### src/rtl/rv_pkg.sv
// rtl/rv_pkg.sv - RV32I opcode/funct constants, immediate types and the decode bundle
package rv_pkg;

  localparam logic [6:0] OPC_OP     = 7'b0110011;
  localparam logic [6:0] OPC_OP_IMM = 7'b0010011;
  localparam logic [6:0] OPC_LOAD   = 7'b0000011;
  localparam logic [6:0] OPC_STORE  = 7'b0100011;
  localparam logic [6:0] OPC_BRANCH = 7'b1100011;
  localparam logic [6:0] OPC_JALR   = 7'b1100111;
  localparam logic [6:0] OPC_JAL    = 7'b1101111;
  localparam logic [6:0] OPC_LUI    = 7'b0110111;
  localparam logic [6:0] OPC_AUIPC  = 7'b0010111;

  localparam logic [2:0] F3_ADD_SUB = 3'b000;
  localparam logic [2:0] F3_SLL     = 3'b001;
  localparam logic [2:0] F3_SRL_SRA = 3'b101;
  localparam logic [2:0] F3_SW      = 3'b010;

  localparam logic [6:0] F7_BASE = 7'h00;
  localparam logic [6:0] F7_ALT  = 7'h20;

  typedef enum logic [2:0] {
    IMM_NONE,
    IMM_I,
    IMM_SH,
    IMM_S,
    IMM_B,
    IMM_U,
    IMM_J
  } imm_type_e;

  typedef struct packed {
    logic [6:0]  opcode;
    logic [2:0]  funct3;
    logic [6:0]  funct7;
    logic [31:0] src_a;
    logic [31:0] src_b;
    logic [31:0] store_data;
    logic [31:0] branch_target;
    logic [31:0] pc;
    logic [4:0]  rd;
    logic        reg_write;
    logic        illegal;
  } bundle_t;

  function automatic logic [31:0] imm_b(input logic [31:0] instr);
    return {{20{instr[31]}}, instr[7], instr[30:25], instr[11:8], 1'b0};
  endfunction

endpackage

### src/rtl/imm_gen.sv
// rtl/imm_gen.sv - classifies the immediate format from the opcode and builds the sign-extended value
module imm_gen
  import rv_pkg::*;
(
  input  logic [31:0] instr_i,
  output logic [31:0] imm_o,
  output imm_type_e   imm_type_o
);

  logic [2:0] funct3;
  assign funct3 = instr_i[14:12];

  always_comb begin
    imm_type_o = IMM_NONE;
    case (instr_i[6:0])
      OPC_OP_IMM: imm_type_o = (funct3 == F3_SLL || funct3 == F3_SRL_SRA) ? IMM_SH : IMM_I;
      OPC_LOAD,
      OPC_JALR:   imm_type_o = IMM_I;
      OPC_STORE:  imm_type_o = IMM_S;
      OPC_BRANCH: imm_type_o = IMM_B;
      OPC_LUI,
      OPC_AUIPC:  imm_type_o = IMM_U;
      OPC_JAL:    imm_type_o = IMM_J;
      default:    imm_type_o = IMM_NONE;
    endcase
  end

  always_comb begin
    imm_o = '0;
    case (imm_type_o)
      IMM_I:   imm_o = {{20{instr_i[31]}}, instr_i[31:20]};
      IMM_SH:  imm_o = {27'b0, instr_i[24:20]};
      IMM_S:   imm_o = {{20{instr_i[31]}}, instr_i[31:25], instr_i[11:7]};
      IMM_B:   imm_o = imm_b(instr_i);
      IMM_U:   imm_o = {instr_i[31:12], 12'b0};
      IMM_J:   imm_o = {{12{instr_i[31]}}, instr_i[19:12], instr_i[20], instr_i[30:21], 1'b0};
      default: imm_o = '0;
    endcase
  end

endmodule

### src/rtl/decode_stage.sv
// rtl/decode_stage.sv - RV32I decode stage: single-entry valid/ready pipeline register feeding the ALU
module decode_stage
  import rv_pkg::*;
#(
  parameter int XLEN = 32
) (
  input  logic            clk,
  input  logic            rst,
  input  logic            in_valid,
  output logic            in_ready,
  input  logic [31:0]     instr,
  input  logic [XLEN-1:0] pc,
  output logic [4:0]      rs1_addr,
  output logic [4:0]      rs2_addr,
  input  logic [XLEN-1:0] rs1_data,
  input  logic [XLEN-1:0] rs2_data,
  input  logic            flush,
  output logic            out_valid,
  input  logic            out_ready,
  output logic [6:0]      opcode_reg,
  output logic [2:0]      funct3_reg,
  output logic [6:0]      funct7_reg,
  output logic [XLEN-1:0] SrcA,
  output logic [XLEN-1:0] SrcB,
  output logic [XLEN-1:0] store_data,
  output logic [XLEN-1:0] branch_target,
  output logic [XLEN-1:0] pc_reg,
  output logic [4:0]      rd_reg,
  output logic            reg_write,
  output logic            illegal
);

  logic [31:0] imm;
  imm_type_e   imm_type;
  bundle_t     bundle_d, bundle_q;
  logic        valid_q;
  logic [6:0]  opc, f7;
  logic [2:0]  f3;
  logic        writes;

  imm_gen u_imm_gen (
    .instr_i   (instr),
    .imm_o     (imm),
    .imm_type_o(imm_type)
  );

  assign opc      = instr[6:0];
  assign f3       = instr[14:12];
  assign f7       = instr[31:25];
  assign rs1_addr = instr[19:15];
  assign rs2_addr = instr[24:20];

  assign in_ready = !rst && (!valid_q || out_ready);

  always_comb begin
    bundle_d               = '0;
    writes                 = 1'b0;
    bundle_d.opcode        = opc;
    bundle_d.funct3        = f3;
    bundle_d.rd            = instr[11:7];
    bundle_d.pc            = pc;
    bundle_d.store_data    = rs2_data;
    bundle_d.branch_target = pc + imm_b(instr);
    bundle_d.src_a         = rs1_data;
    bundle_d.src_b         = imm;
    case (opc)
      OPC_OP: begin
        writes          = 1'b1;
        bundle_d.src_b  = rs2_data;
        bundle_d.funct7 = f7;
        if (f7 == F7_ALT)
          bundle_d.illegal = !(f3 == F3_ADD_SUB || f3 == F3_SRL_SRA);
        else
          bundle_d.illegal = (f7 != F7_BASE);
      end
      OPC_OP_IMM: begin
        writes = 1'b1;
        // Only shifts carry a meaningful funct7 (SRAI vs SRLI); other OP-IMM use those bits as imm.
        if (imm_type == IMM_SH) begin
          bundle_d.funct7 = f7;
          if (f3 == F3_SLL)
            bundle_d.illegal = (f7 != F7_BASE);
          else
            bundle_d.illegal = !(f7 == F7_BASE || f7 == F7_ALT);
        end
      end
      OPC_LOAD: begin
        writes           = 1'b1;
        bundle_d.illegal = (f3 == 3'b011 || f3 == 3'b110 || f3 == 3'b111);
      end
      OPC_STORE: bundle_d.illegal = (f3 > F3_SW);
      OPC_BRANCH: begin
        // Branch compare is a subtract in the ALU.
        bundle_d.src_b   = rs2_data;
        bundle_d.funct7  = F7_ALT;
        bundle_d.illegal = (f3 == 3'b010 || f3 == 3'b011);
      end
      OPC_JALR: begin
        writes           = 1'b1;
        bundle_d.illegal = (f3 != 3'b000);
      end
      OPC_JAL: begin
        writes         = 1'b1;
        bundle_d.src_a = pc;
      end
      OPC_LUI: begin
        writes         = 1'b1;
        bundle_d.src_a = '0;
      end
      OPC_AUIPC: begin
        writes         = 1'b1;
        bundle_d.src_a = pc;
      end
      default: bundle_d.illegal = 1'b1;
    endcase
    bundle_d.reg_write = writes && (bundle_d.rd != 5'd0) && !bundle_d.illegal;
  end

  always_ff @(posedge clk or posedge rst) begin
    if (rst) begin
      valid_q  <= 1'b0;
      bundle_q <= '0;
    end else if (flush) begin
      valid_q <= 1'b0;
    end else if (in_valid && in_ready) begin
      valid_q  <= 1'b1;
      bundle_q <= bundle_d;
    end else if (out_ready) begin
      valid_q <= 1'b0;
    end
  end

  assign out_valid     = valid_q;
  assign opcode_reg    = bundle_q.opcode;
  assign funct3_reg    = bundle_q.funct3;
  assign funct7_reg    = bundle_q.funct7;
  assign SrcA          = bundle_q.src_a;
  assign SrcB          = bundle_q.src_b;
  assign store_data    = bundle_q.store_data;
  assign branch_target = bundle_q.branch_target;
  assign pc_reg        = bundle_q.pc;
  assign rd_reg        = bundle_q.rd;
  assign reg_write     = bundle_q.reg_write;
  assign illegal       = bundle_q.illegal;

endmodule

### config.mk
export PLATFORM = sky130hd
export DESIGN_NAME = decode_stage
export DESIGN_NICKNAME = d
export VERILOG_FILES = /design/src/rtl/rv_pkg.sv /design/src/rtl/imm_gen.sv /design/src/rtl/decode_stage.sv
export SDC_FILE = /design/constraint.sdc
export NUM_CORES = 1
export LEC_CHECK = 0
export BUFFER_PORTS_ARGS = -buffer_cell sky130_fd_sc_hd__buf_2
export CAP_MARGIN = 20
export CORE_MARGIN = 10
export CORE_UTILIZATION = 55
export DETAILED_ROUTE_END_ITERATION = 7
export PLACE_DENSITY_LB_ADDON = 0.08
export SYNTH_ARGS = -nofsm -noshare
export SYNTH_HDL_FRONTEND = slang
export SYNTH_HIERARCHICAL = 1
export SYNTH_SLANG_ARGS = --single-unit
### constraint.sdc
create_clock -name clk -period 9.76 [get_ports clk]
set_input_delay 0.488 -clock clk [delete_from_list [all_inputs] [get_ports clk]]
set_output_delay 0.488 -clock clk [all_outputs]
set_load 0.005 [all_outputs]
==> flow_summary.yaml <==
timing:
  final-setup-viol-count: 0
  timing.setup.tns_ns: 0
  final_min_period_over_clock_period_pct: 30.21
  slew_viol_final: 0
  max_freq_ghz: 0.3391
  fin_worst_skew_ns: 0.01185
  worst_pin_slew_ns: 0.9942
  timing_hold_violations_final: 0
  grt_setup_unrepaired: "false"
  timing.slew.headroom_pct: 33.57
  period_minus_slack_ns: 2.949
synth:
  post_synth_most_frequent_cells: "sky130_fd_sc_hd__nand2_1, sky130_fd_sc_hd__dfrtp_1, sky130_fd_sc_hd__nor2_1, sky130_fd_sc_hd__o21ai_0, sky130_fd_sc_hd__a21oi_1"
  synth_seq_area_share_pct: 46.54
  most_instantiated_library_cell_after_synthesis: "sky130_fd_sc_hd__nand2_1"
  synthesis.nets: 1318
  post_synth_num_cell_types: 73
  synth.area.top_cells: "sky130_fd_sc_hd__dfrtp_1, sky130_fd_sc_hd__nand2_1, sky130_fd_sc_hd__o21ai_0, sky130_fd_sc_hd__nor2_1, sky130_fd_sc_hd__ha_1"
  syn_area_per_cell_um2: 8.574
  synth.cell_area_um2: 9894
  yosys_register_bits: 184
  netlist_instances: 1154
  post-synth-top-area-cell: "sky130_fd_sc_hd__dfrtp_1"
  synth_largest_type_area_fraction_pct: 46.54
  synth_flop_cell: "sky130_fd_sc_hd__dfrtp_1"
  total_number_of_yosys_warnings: 6
  synth_edf_count: 0
  synthArstFlopShare_pct: 100.0
setup_path:
  reg2reg_to: "illegal$_DFFE_PP0P_"
  list_of_cells_traversed_by_the_critical_path: "nor2b_1 > nor2_1 > nand3_4 > buf_4 > buf_4 > a311o_1 > o32a_1"
  regToRegSetupSlack_ns: 6.81
  crit_family: "buffers and inverters"
  worst-r2r-cell-count: 7
  cp_slowest_cell: "sky130_fd_sc_hd__buf_4"
  cp_common_cell: "sky130_fd_sc_hd__buf_4"
  timing.critical_path.buf_inv: 2
  end_kind: "flip-flop"
  cp_max_fo: 72
  slowest_delay_ns: 0.49
  timing.setup.critical_path_class: "reg2reg"
  worstReg2RegStart: "out_valid$_DFFE_PP0P_"
  crit_path_start_kind: "flip-flop"
  cp.arrival_ns: 3.27
  required_ns: 10.08
detailed_routing:
  route.detailed.drc: 0
  via_count: 9434
  detailedRoute.firstIterationViolations: 702
  vias_per_cell: 5.632
  detail_route.wl_per_cell_um: 19.30
  number_of_iterations_in_the_first_detailed_routing_pass: 5
  postRouteWirelength_um: 32330
  route.antenna.remaining_nets: 0
floorplan:
  chipWidth_um: 154.1
  floorplan.rows: 48
  coreArea_um2: 17480
  die-area_um2: 23750
  start_util_pct: 56.62
  top_level_port_count: 329
  die_height_um: 154.1
pwr:
  part_of_the_power_in_the_clock_network_pct: 32.2
  internal_power_uw: 1457
  power.ir.vdd_worst_uv: 126.2
  seq_power_share_pct: 44.4
  p_switching_uw: 677.1
  powerDensity_nw_per_um2: 175.4
  netSwitchingFraction_pct: 31.73
  static-leakage-power_uw: 0.006561
  p_comb_share_pct: 23.3
clock_network:
  htree_levels: 4
  clkTransAtPathRegs_ns: 0.08
  cts_tree: "built"
  worst_skew_pair.late_latency_ns: 0.44
  clk_path_buf_depth: 2
  cts-root-buf: "sky130_fd_sc_hd__clkbuf_16"
  cts.hold.buffers_added: 0
  clock_sink_count: 184
  cts.repair_timing.setup_buffer_count: 0
  post_cts_resized: 0
  total_clock_buffers_created_by_cts: 17
global_route:
  grt_max_degree: 118
  grt_pass1_vias: 9373
  grt_first_pass_wirelength_um: 51290
  grt_antenna_before_repair: 1
  remaining_overflow_grt: 0
  grt_util_all_layers_pct: 26.45
min_path:
  min-delay-path-class: "in2async"
layout:
  antenna-diode-count: 0
  final_cell_count_no_fill: 1675
  layout_overhead_on_the_synthesized_area_pct: 22.93
  number_of_nets_in_the_finished_design: 1601
  multiInputGateArea_um2: 4910
  fillCellCount: 1519
  register_area_um2: 4604
  drive_gt1_share_pct: 27.24
placement:
  port-buffer-count: 328
  placed_cells: 1643
  globalplace.congestion: 0.9155
  place.detailed.hpwl_um: 24110
status:
  outcome: "completed"
run:
  drv_cap: 0
through the flow:
step | setup slack, ns | total power (uW) | hold WS, ns | util, % | cell area (um^2)
2_1_floorplan | 4.272 | 1208 | 0.4628 | - | 9894
3_3_place_gp | 6.696 | 1448 | 0.4467 | 66.15 | 11560
3_5_place_dp | 6.672 | 1462 | 0.4544 | 66.31 | 11590
4_1_cts | 6.821 | 2151 | 0.2509 | 69.59 | 12160
5_1_grt | 6.617 | 2255 | 0.2626 | 69.59 | 12160
6_report | 6.811 | 2134 | 0.2036 | 69.59 | 12160
placed cells by master, fill, tap and decap left out, types with 3 or more instances in the layout:
| cell type | n |
|---|---|
| sky130_fd_sc_hd__a22o_1 | 5 |
| sky130_fd_sc_hd__buf_4 | 7 |
| sky130_fd_sc_hd__o21ai_1 | 7 |
| sky130_fd_sc_hd__and3_1 | 5 |
| sky130_fd_sc_hd__o31ai_1 | 6 |
| sky130_fd_sc_hd__and2_1 | 4 |
| sky130_fd_sc_hd__inv_6 | 6 |
| sky130_fd_sc_hd__ha_1 | 30 |
| sky130_fd_sc_hd__clkbuf_16 | 17 |
| sky130_fd_sc_hd__a21o_1 | 16 |
| sky130_fd_sc_hd__inv_1 | 14 |
| sky130_fd_sc_hd__inv_8 | 3 |
| sky130_fd_sc_hd__nor3_1 | 6 |
| sky130_fd_sc_hd__o21a_1 | 3 |
| sky130_fd_sc_hd__a211oi_1 | 3 |
| sky130_fd_sc_hd__mux2i_1 | 33 |
| sky130_fd_sc_hd__a211o_1 | 3 |
| sky130_fd_sc_hd__o21bai_1 | 5 |
| sky130_fd_sc_hd__a31oi_1 | 8 |
| sky130_fd_sc_hd__nand2_1 | 368 |
| sky130_fd_sc_hd__a21oi_1 | 48 |
| sky130_fd_sc_hd__xor2_1 | 17 |
| sky130_fd_sc_hd__nand3_1 | 11 |
| sky130_fd_sc_hd__dfrtp_1 | 184 |
| sky130_fd_sc_hd__buf_2 | 328 |
| sky130_fd_sc_hd__nor2b_1 | 6 |
| sky130_fd_sc_hd__nor2_1 | 106 |
| sky130_fd_sc_hd__xnor2_1 | 11 |
| sky130_fd_sc_hd__o211ai_1 | 3 |
| sky130_fd_sc_hd__o21ai_0 | 87 |
| sky130_fd_sc_hd__nand2b_1 | 4 |
| sky130_fd_sc_hd__a221oi_1 | 33 |
cells by family (layout without fill, tap and decap cells):
group	Yosys count	after routing	synth area share (%)
mux	33	33	3.338
fa+ha+maj	31	31	3.996
buf+inv	89	385	4.185
xor+xnor	28	28	2.478
flops	184	184	46.54
compound gates	251	251	16.89
simple gates	538	538	22.57
routing by layer:
metal	share of wire (%)	track usage (%)	vias to the layer above
li1	-	-	4492
met3	9.5	8.675	48
met5	0.028	0	-
met1	42	33.40	4502
met2	46	42.75	390
met4	1.8	6.793	2
cell type report:
| cell class | count | share of cell area [%] |
|---|---|---|
| clock inverter | 13 | 1.080 |
| sequential | 184 | 37.86 |
| multi-input combinational | 881 | 40.37 |
| clock buffer | 19 | 3.642 |
| timing repair buffer | 336 | 14.15 |
| tap | 225 | 2.315 |
| inverter | 17 | 0.5864 |
how the worst max path moves through the flow:
stage	from	to	slack [ns]	depth (start not counted)
finish	out_valid$_DFFE_PP0P_	illegal$_DFFE_PP0P_	6.81	7
global route	out_valid$_DFFE_PP0P_	illegal$_DFFE_PP0P_	6.62	7
CTS	out_valid$_DFFE_PP0P_	illegal$_DFFE_PP0P_	6.82	7
detailed placement	rst	illegal$_DFFE_PP0P_	6.67	7
global placement	rst	illegal$_DFFE_PP0P_	6.70	7
floorplan	rst	SrcA[0]$_DFFE_PP0P_	4.27	1
power by group through the flow:
stage	logic, uW	clock network [uW]	registers, uW
global route	561	731	962
detailed placement	502	0	961
CTS	504	699	948
floorplan	239	0	968
finish	497	688	948
global placement	492	0	955
Note: power is estimated with default switching activity, not from simulation.
